### config.mk
export PLATFORM = sky130hd
export DESIGN_NAME = rob_multiport
export DESIGN_NICKNAME = d
export VERILOG_FILES = /design/src/rtl/rob_multiport.sv
export SDC_FILE = /design/constraint.sdc
export NUM_CORES = 1
export LEC_CHECK = 0
export BUFFER_PORTS_ARGS = -buffer_cell sky130_fd_sc_hd__buf_2
export CAP_MARGIN = 40
export CORE_ASPECT_RATIO = 1.25
export CORE_MARGIN = 8
export CORE_UTILIZATION = 54
export DETAILED_ROUTE_END_ITERATION = 10
export PLACE_DENSITY = 0.71
export SETUP_SLACK_MARGIN = 0.05
export SYNTH_ARGS = -nofsm -noshare
export SYNTH_HDL_FRONTEND = slang
export SYNTH_SLANG_ARGS = --single-unit
### constraint.sdc
create_clock -name clk_in -period 4 [get_ports clk_in]
set_clock_uncertainty 0.2 [all_clocks]
set_input_delay 0.8 -clock clk_in [delete_from_list [all_inputs] [get_ports clk_in]]
set_output_delay 0.8 -clock clk_in [all_outputs]
set_load 0.03 [all_outputs]
### src/rtl/rob_multiport.sv
// ============================================================================
// rob_multiport
// ----------------------------------------------------------------------------
// In-order reorder buffer with several independent writeback channels.
//
// Dispatch allocates an entry at the tail, and the entry index is the tag.
// Execution units return results by writing directly to that index on any of
// NUM_WB writeback channels, so no associative search is needed. Completed
// entries retire strictly in order from the head through a valid/ready
// commit port. A mispredict flush empties the whole buffer.
//
// Optional feature (macro ROB_PERF_CNT_EN):
//   Adds two free-running 32-bit performance counters, perf_commit_cnt and
//   perf_flush_cnt. When the macro is undefined, these ports and counters do
//   not exist, and core behaviour is unchanged.
//
// Ports:
//   clk_in          clock, rising edge
//   rst_in          asynchronous reset, active-low
//   rdy_in          global enable; 0 freezes all state
//   alloc_valid     dispatch requests an entry
//   alloc_ready     an entry is available (buffer not full)
//   alloc_addr      instruction address stored in the new entry
//   alloc_rd        destination register stored in the new entry
//   alloc_idx       index granted to the new entry (the current tail)
//   wb_valid        per-channel writeback strobes
//   wb_idx          packed target indices; channel k at [k*IDX_W +: IDX_W]
//   wb_val          packed result values; channel k at [k*DATA_W +: DATA_W]
//   flush           predict-fail clear
//   commit_valid    head entry is busy and done
//   commit_ready    consumer accepts the head entry
//   commit_idx      head index
//   commit_val      head result value (0 while commit_valid is low)
//   commit_addr     head instruction address (0 while commit_valid is low)
//   commit_rd       head destination register (0 while commit_valid is low)
//   count           number of occupied entries
//   empty           count == 0
//   perf_commit_cnt number of commits (ROB_PERF_CNT_EN only)
//   perf_flush_cnt  number of flush cycles (ROB_PERF_CNT_EN only)
// ============================================================================
module rob_multiport #(
    parameter int DEPTH  = 8,
    parameter int DATA_W = 32,
    parameter int ADDR_W = 32,
    parameter int RD_W   = 5,
    parameter int NUM_WB = 2,
    localparam int IDX_W = $clog2(DEPTH),
    localparam int CNT_W = IDX_W + 1
) (
    input  logic                     clk_in,
    input  logic                     rst_in,
    input  logic                     rdy_in,

    input  logic                     alloc_valid,
    output logic                     alloc_ready,
    input  logic [ADDR_W-1:0]        alloc_addr,
    input  logic [RD_W-1:0]          alloc_rd,
    output logic [IDX_W-1:0]         alloc_idx,

    input  logic [NUM_WB-1:0]        wb_valid,
    input  logic [NUM_WB*IDX_W-1:0]  wb_idx,
    input  logic [NUM_WB*DATA_W-1:0] wb_val,

    input  logic                     flush,

    output logic                     commit_valid,
    input  logic                     commit_ready,
    output logic [IDX_W-1:0]         commit_idx,
    output logic [DATA_W-1:0]        commit_val,
    output logic [ADDR_W-1:0]        commit_addr,
    output logic [RD_W-1:0]          commit_rd,

`ifdef ROB_PERF_CNT_EN
    output logic [31:0]              perf_commit_cnt,
    output logic [31:0]              perf_flush_cnt,
`endif

    output logic [CNT_W-1:0]         count,
    output logic                     empty
);

    // Occupancy value that means "every entry is in use".
    localparam logic [CNT_W-1:0] CNT_FULL = CNT_W'(DEPTH);

    // Per-entry storage
    logic [DEPTH-1:0]  busy_q;
    logic [DEPTH-1:0]  done_q;
    logic [DATA_W-1:0] val_q  [DEPTH];
    logic [ADDR_W-1:0] addr_q [DEPTH];
    logic [RD_W-1:0]   rd_q   [DEPTH];

    // Ring pointers. DEPTH is a power of two, so the pointers wrap naturally.
    logic [IDX_W-1:0]  head_q;
    logic [IDX_W-1:0]  tail_q;
    logic [CNT_W-1:0]  count_q;

    // Per-entry writeback selection after channel arbitration
    logic [DEPTH-1:0]  wb_hit;
    logic [DATA_W-1:0] wb_data [DEPTH];

    logic alloc_fire;
    logic commit_fire;
    logic head_ready;

    // ------------------------------------------------------------------------
    // Handshakes and outputs. Every output depends only on registered state,
    // so there is no combinational path from an input to an output.
    //
    // Full is judged on the registered count. A commit in the same cycle
    // therefore cannot free a slot for that cycle's allocation.
    //
    // A flush suppresses both handshakes for its cycle, so a concurrent
    // alloc or commit is never treated as taken.
    // ------------------------------------------------------------------------
    assign head_ready   = busy_q[head_q] && done_q[head_q];

    assign alloc_ready  = (count_q != CNT_FULL);
    assign alloc_idx    = tail_q;

    assign commit_valid = head_ready;
    assign commit_idx   = head_q;
    assign commit_val   = head_ready ? val_q[head_q]  : '0;
    assign commit_addr  = head_ready ? addr_q[head_q] : '0;
    assign commit_rd    = head_ready ? rd_q[head_q]   : '0;

    assign count        = count_q;
    assign empty        = (count_q == '0);

    assign alloc_fire   = rdy_in && !flush && alloc_valid  && alloc_ready;
    assign commit_fire  = rdy_in && !flush && commit_ready && head_ready;

    // ------------------------------------------------------------------------
    // Writeback arbitration, resolved per entry. The channels are scanned
    // from highest to lowest, so when two channels target the same index in
    // one cycle, the lowest-numbered channel overrides the others and wins.
    // Whether the entry can actually accept the result (busy and not yet
    // done) is checked later, in the state update.
    // ------------------------------------------------------------------------
    always_comb begin
        wb_hit = '0;
        for (int i = 0; i < DEPTH; i++) begin
            wb_data[i] = '0;
        end
        for (int i = 0; i < DEPTH; i++) begin
            for (int k = NUM_WB - 1; k >= 0; k--) begin
                if (wb_valid[k] && (wb_idx[k*IDX_W +: IDX_W] == IDX_W'(i))) begin
                    wb_hit[i]  = 1'b1;
                    wb_data[i] = wb_val[k*DATA_W +: DATA_W];
                end
            end
        end
    end

    // ------------------------------------------------------------------------
    // Entry and pointer state.
    //
    // Writeback, alloc and commit never touch the same entry's flags in the
    // same cycle:
    //   - The tail entry is always idle while the buffer is not full, so a
    //     writeback there fails its busy check.
    //   - Commit needs done=1, while writeback needs done=0.
    // The flag updates are therefore order-independent.
    //
    // A writeback to the head lands this cycle. Because commit_valid comes
    // from the registered flags, that entry commits in a later cycle, never
    // in the writeback cycle itself.
    // ------------------------------------------------------------------------
    always_ff @(posedge clk_in or negedge rst_in) begin
        if (!rst_in) begin
            busy_q  <= '0;
            done_q  <= '0;
            head_q  <= '0;
            tail_q  <= '0;
            count_q <= '0;
            for (int i = 0; i < DEPTH; i++) begin
                val_q[i]  <= '0;
                addr_q[i] <= '0;
                rd_q[i]   <= '0;
            end
        end else if (rdy_in) begin
            if (flush) begin
                busy_q  <= '0;
                done_q  <= '0;
                head_q  <= '0;
                tail_q  <= '0;
                count_q <= '0;
            end else begin
                // Accept results only for in-flight entries that are not yet done.
                for (int i = 0; i < DEPTH; i++) begin
                    if (wb_hit[i] && busy_q[i] && !done_q[i]) begin
                        done_q[i] <= 1'b1;
                        val_q[i]  <= wb_data[i];
                    end
                end

                if (alloc_fire) begin
                    busy_q[tail_q] <= 1'b1;
                    done_q[tail_q] <= 1'b0;
                    val_q[tail_q]  <= '0;
                    addr_q[tail_q] <= alloc_addr;
                    rd_q[tail_q]   <= alloc_rd;
                    tail_q         <= tail_q + 1'b1;
                end

                if (commit_fire) begin
                    busy_q[head_q] <= 1'b0;
                    done_q[head_q] <= 1'b0;
                    head_q         <= head_q + 1'b1;
                end

                // Simultaneous alloc and commit leave the occupancy unchanged.
                if (alloc_fire && !commit_fire) begin
                    count_q <= count_q + 1'b1;
                end else if (commit_fire && !alloc_fire) begin
                    count_q <= count_q - 1'b1;
                end
            end
        end
    end

`ifdef ROB_PERF_CNT_EN
    // ------------------------------------------------------------------------
    // Performance counters.
    //   - Both counters wrap naturally at 2^32 and freeze while rdy_in is low.
    //   - A flush does not clear them, so they accumulate across
    //     mispredictions.
    //   - commit_fire is already masked by flush, so a commit offered during
    //     a flush cycle is not counted.
    // ------------------------------------------------------------------------
    always_ff @(posedge clk_in or negedge rst_in) begin
        if (!rst_in) begin
            perf_commit_cnt <= '0;
            perf_flush_cnt  <= '0;
        end else if (rdy_in) begin
            if (commit_fire) begin
                perf_commit_cnt <= perf_commit_cnt + 32'd1;
            end
            if (flush) begin
                perf_flush_cnt <= perf_flush_cnt + 32'd1;
            end
        end
    end
`endif

endmodule
==> impl_metrics.toml <==
[placed_design]
hpwl_mm = 53.9
port_buffers = 196
placed_cells = 3152
place.gp.congestion = 0.902

[finish]
final_common_cell = "dfrtp_1"
fill_cells = 3956
syn2layout_area_growth_pct = 15.3
seq_area_um2 = 14500
final_nets = 2676
multiInputGateArea_um2 = 12900
layout_common_cells = "575 x dfrtp_1, 371 x nand2_1, 273 x mux2i_1"
drive_above_1_share_pct = 27.7
fin_cells = 3278

[sta]
final_max_slew_viol_count = 0
max_freq_mhz = 253
setup_viol = 0
finalHoldViolations = 0
slew-limit-headroom_pct = 41.4
tightest_slew_ns = 0.879
final.period_utilization_pct = 98.7
rsz0062_at_grt = "true"
min_period_ns = 3.95
finalSetupTns_ns = 0

[die]
die_h_um = 271
num_rows = 93
fp.coreArea_um2 = 51400
dieArea_um2 = 59600
die_x_um = 220
start_util_pct = 54.6
io_pins = 197

[synthesis]
synth_flop_cell = "dfrtp_1"
syn_inst = 2474
yosysSeqAreaShare_pct = 51.5
synth_fp_nets = 2594
synth_cell_types = 57
synth-async-reset-ratio_pct = 100
avgSynthCellArea_um2 = 11.3
yosys_warnings = 0
yosys_register_bits = 578
synth-edff-count = 0
synth_top_area_share_pct = 51.5
synth_top_cell_by_area = "dfrtp_1"
synth_area_um2 = 28100
synthTopCellsByArea = "dfrtp_1 52%, mux2i_1 9.7%, mux2_2 8.1%"

[pwr]
peakVddDrop_mv = 0.450
power_frac_comb_pct = 19.8
p_sw_mw = 4.77
clockPowerShare_pct = 35.8
p_per_area_nw_per_um2 = 492
intPower_mw = 11.1
swShare_pct = 30.0
seq_power_share_pct = 44.4
p_leak_nw = 15.4

[cts]
h-tree-depth = 2
root_buffer = "clkbuf_16"
clkSlewWorstSetupHoldPaths_ns = 0.06
clockBufferDepth = 3
cts_hold_buffers = 0
clkLatencyLatePin_ns = 0.63
clock_sinks = 578
cts-buffers-inserted = 57
cts_tree = "built"

[global_routing]
grt_usage_pct = 30.4
overflow = 0
grt_max_degree = 97
grt_pass1_vias = 23370
grt_pass1_wl_mm = 141
antenna_found_initial = 14

[worst_setup_path]
path_class = "reg2out"
critPathTopFamily = "simple AND/OR/NAND/NOR gates"
worstPathMaxFanout = 32
rrSetupSlack_ns = 0.42
arrival_ns = 2.95
crit_path_end_kind = "output pin"
slowest_stage = "dfrtp_2"
critPathMaxStageDelay_ns = 0.49
path_cells = "nor2b_1 -> nand2_2 -> buf_12 -> o22a_1 -> o221ai_1 -> nor4_1 -> buf_2"
critPathRequiredTime_ns = 3.00
timing.critical_path.buf_inv = 2
start_kind = "register"

[routing]
viasPerCell = 6.80
drc = 0
drt-wirelength-per-cell_um = 28.2
drt_wl_total_mm = 92.4
dr.pass1.iters = 5
ant_nets = 0
drtIter0Drc = 2267
vias = 22277

[hold_path]
min_path_type = "in2async"

[status]
outcome = "finished, final reports clean"

[run]
max_cap_violations = 0
[timing repair]
| item | 4_1_cts | 5_1_grt |
|---|---|---|
| gates resized for setup | 26 | 53 |
| pin swaps | 1 | 0 |
| setup buffers | 8 | 0 |
| setup endpoints to repair | 68 | 54 |
| gates cloned | 1 | 1 |
[path summary, 6_finish.rpt]
path	startpoint	end	cells past startpoint
worst min register to register	addr_q[254]	addr_q[254]	2
worst min-delay path	rst_in	addr_q[186]	1
min in group clk_in	alloc_rd[3]	rd_q[28]	3
worst max-delay path	commit_idx[2]	commit_addr[18]	7
worst max register to register	commit_idx[0]	count[3]	13
max in group asynchronous	rst_in	addr_q[226]	2
[synth_stat cells (5+ instances only)]
cell and number:
a21oi_1 18, a31oi_1 5, buf_1 76, buf_2 12
buf_6 9, clkbuf_1 174, dfrtp_1 578, inv_1 6
mux2_2 202, mux2i_1 273, nand2_1 373, nand2b_1 11
nand3_1 7, nor2_1 34, nor2b_1 6, nor3_1 10
nor4_1 58, o21ai_0 29, o21ai_1 8, o21bai_1 9
o221ai_1 79, o22a_1 57, o22ai_1 118, o2bb2ai_1 217
o2bb2ai_2 40, o31ai_1 7, or2_2 6
[registers in the layout, indices dropped and copies added (netlist names)]
register    count
addr_q        256
busy_q          8
val_q         256
rd_q           40
commit_idx      3
done_q          8
count           4
alloc_idx       3
[stage by stage]
| stage | hold slack, ns | util, % | worst slack (ns) | power [mW] | cell area (um^2) |
|---|---|---|---|---|---|
| 3_5_place_dp | 0.262 | 58.1 | 0.257 | 10.1 | 29900 |
| 6_report | 0.0151 | 62.9 | 0.0533 | 15.9 | 32400 |
| 5_1_grt | 0.0670 | 62.9 | -0.0187 | 16.6 | 32400 |
| 2_1_floorplan | 0.240 | - | 0.0663 | 9.01 | 28100 |
| 3_3_place_gp | 0.254 | 58.1 | 0.328 | 10.0 | 29900 |
| 4_1_cts | 0.0563 | 62.4 | 0.0466 | 15.9 | 32100 |
[metal layers]
layer  global-route usage, %  wire length (um)  up-vias
li1                        -                 -     9366
met1                    39.0             36100    11445
met2                    48.8             44000     1161
met3                    6.41              8090      295
met4                    14.2              4150       10
met5                       0                58        -
[worst reg2reg max path, delay by kind of cell (launching register included)]
| kind | cells | cell delay, ns |
|---|---|---|
| simple gates | 4 | 0.51 |
| buf+inv | 1 | 0.21 |
| xor+xnor | 1 | 0.21 |
| compound gates | 4 | 0.82 |
| mux | 2 | 0.85 |
| fa+ha+maj | 1 | 0.29 |
| flops | 1 | 0.37 |
[power groups by stage]
stage               registers (mW)  logic, mW  clock network, mW
detailed placement            7.15       2.97                  0
global placement              7.10       2.89                  0
finish                        7.06       3.15               5.70
global route                  7.14       3.40               6.01
CTS                           7.04       3.06               5.77
floorplan                     7.05       1.96                  0
[cell families (layout without fill, tap and decap cells)]
logic type | count (synthesis) | in the layout | synth area share, %
AO/OA/AOI/OAI | 602 | 602 | 17.8
flip-flops | 578 | 578 | 51.5
AND/OR/NAND/NOR | 532 | 533 | 8.34
multiplexers | 477 | 477 | 18.0
buffers and inverters | 277 | 405 | 4.00
adder cells (fa/ha/maj) | 5 | 5 | 0.250
XOR/XNOR | 3 | 3 | 0.0937
other | 0 | 10 | 0
[cell type report]
class | count | share of cell area [%]
Inverter | 6 | 0.0812
Clock inverter | 27 | 0.905
Timing Repair Buffer | 293 | 6.46
Sequential cell | 578 | 44.7
Clock buffer | 79 | 5.22
Tap cell | 665 | 2.57
Antenna cell | 10 | 0.0773
Multi-Input combinational cell | 1620 | 40.0
Power figures use the tool's default switching activity.
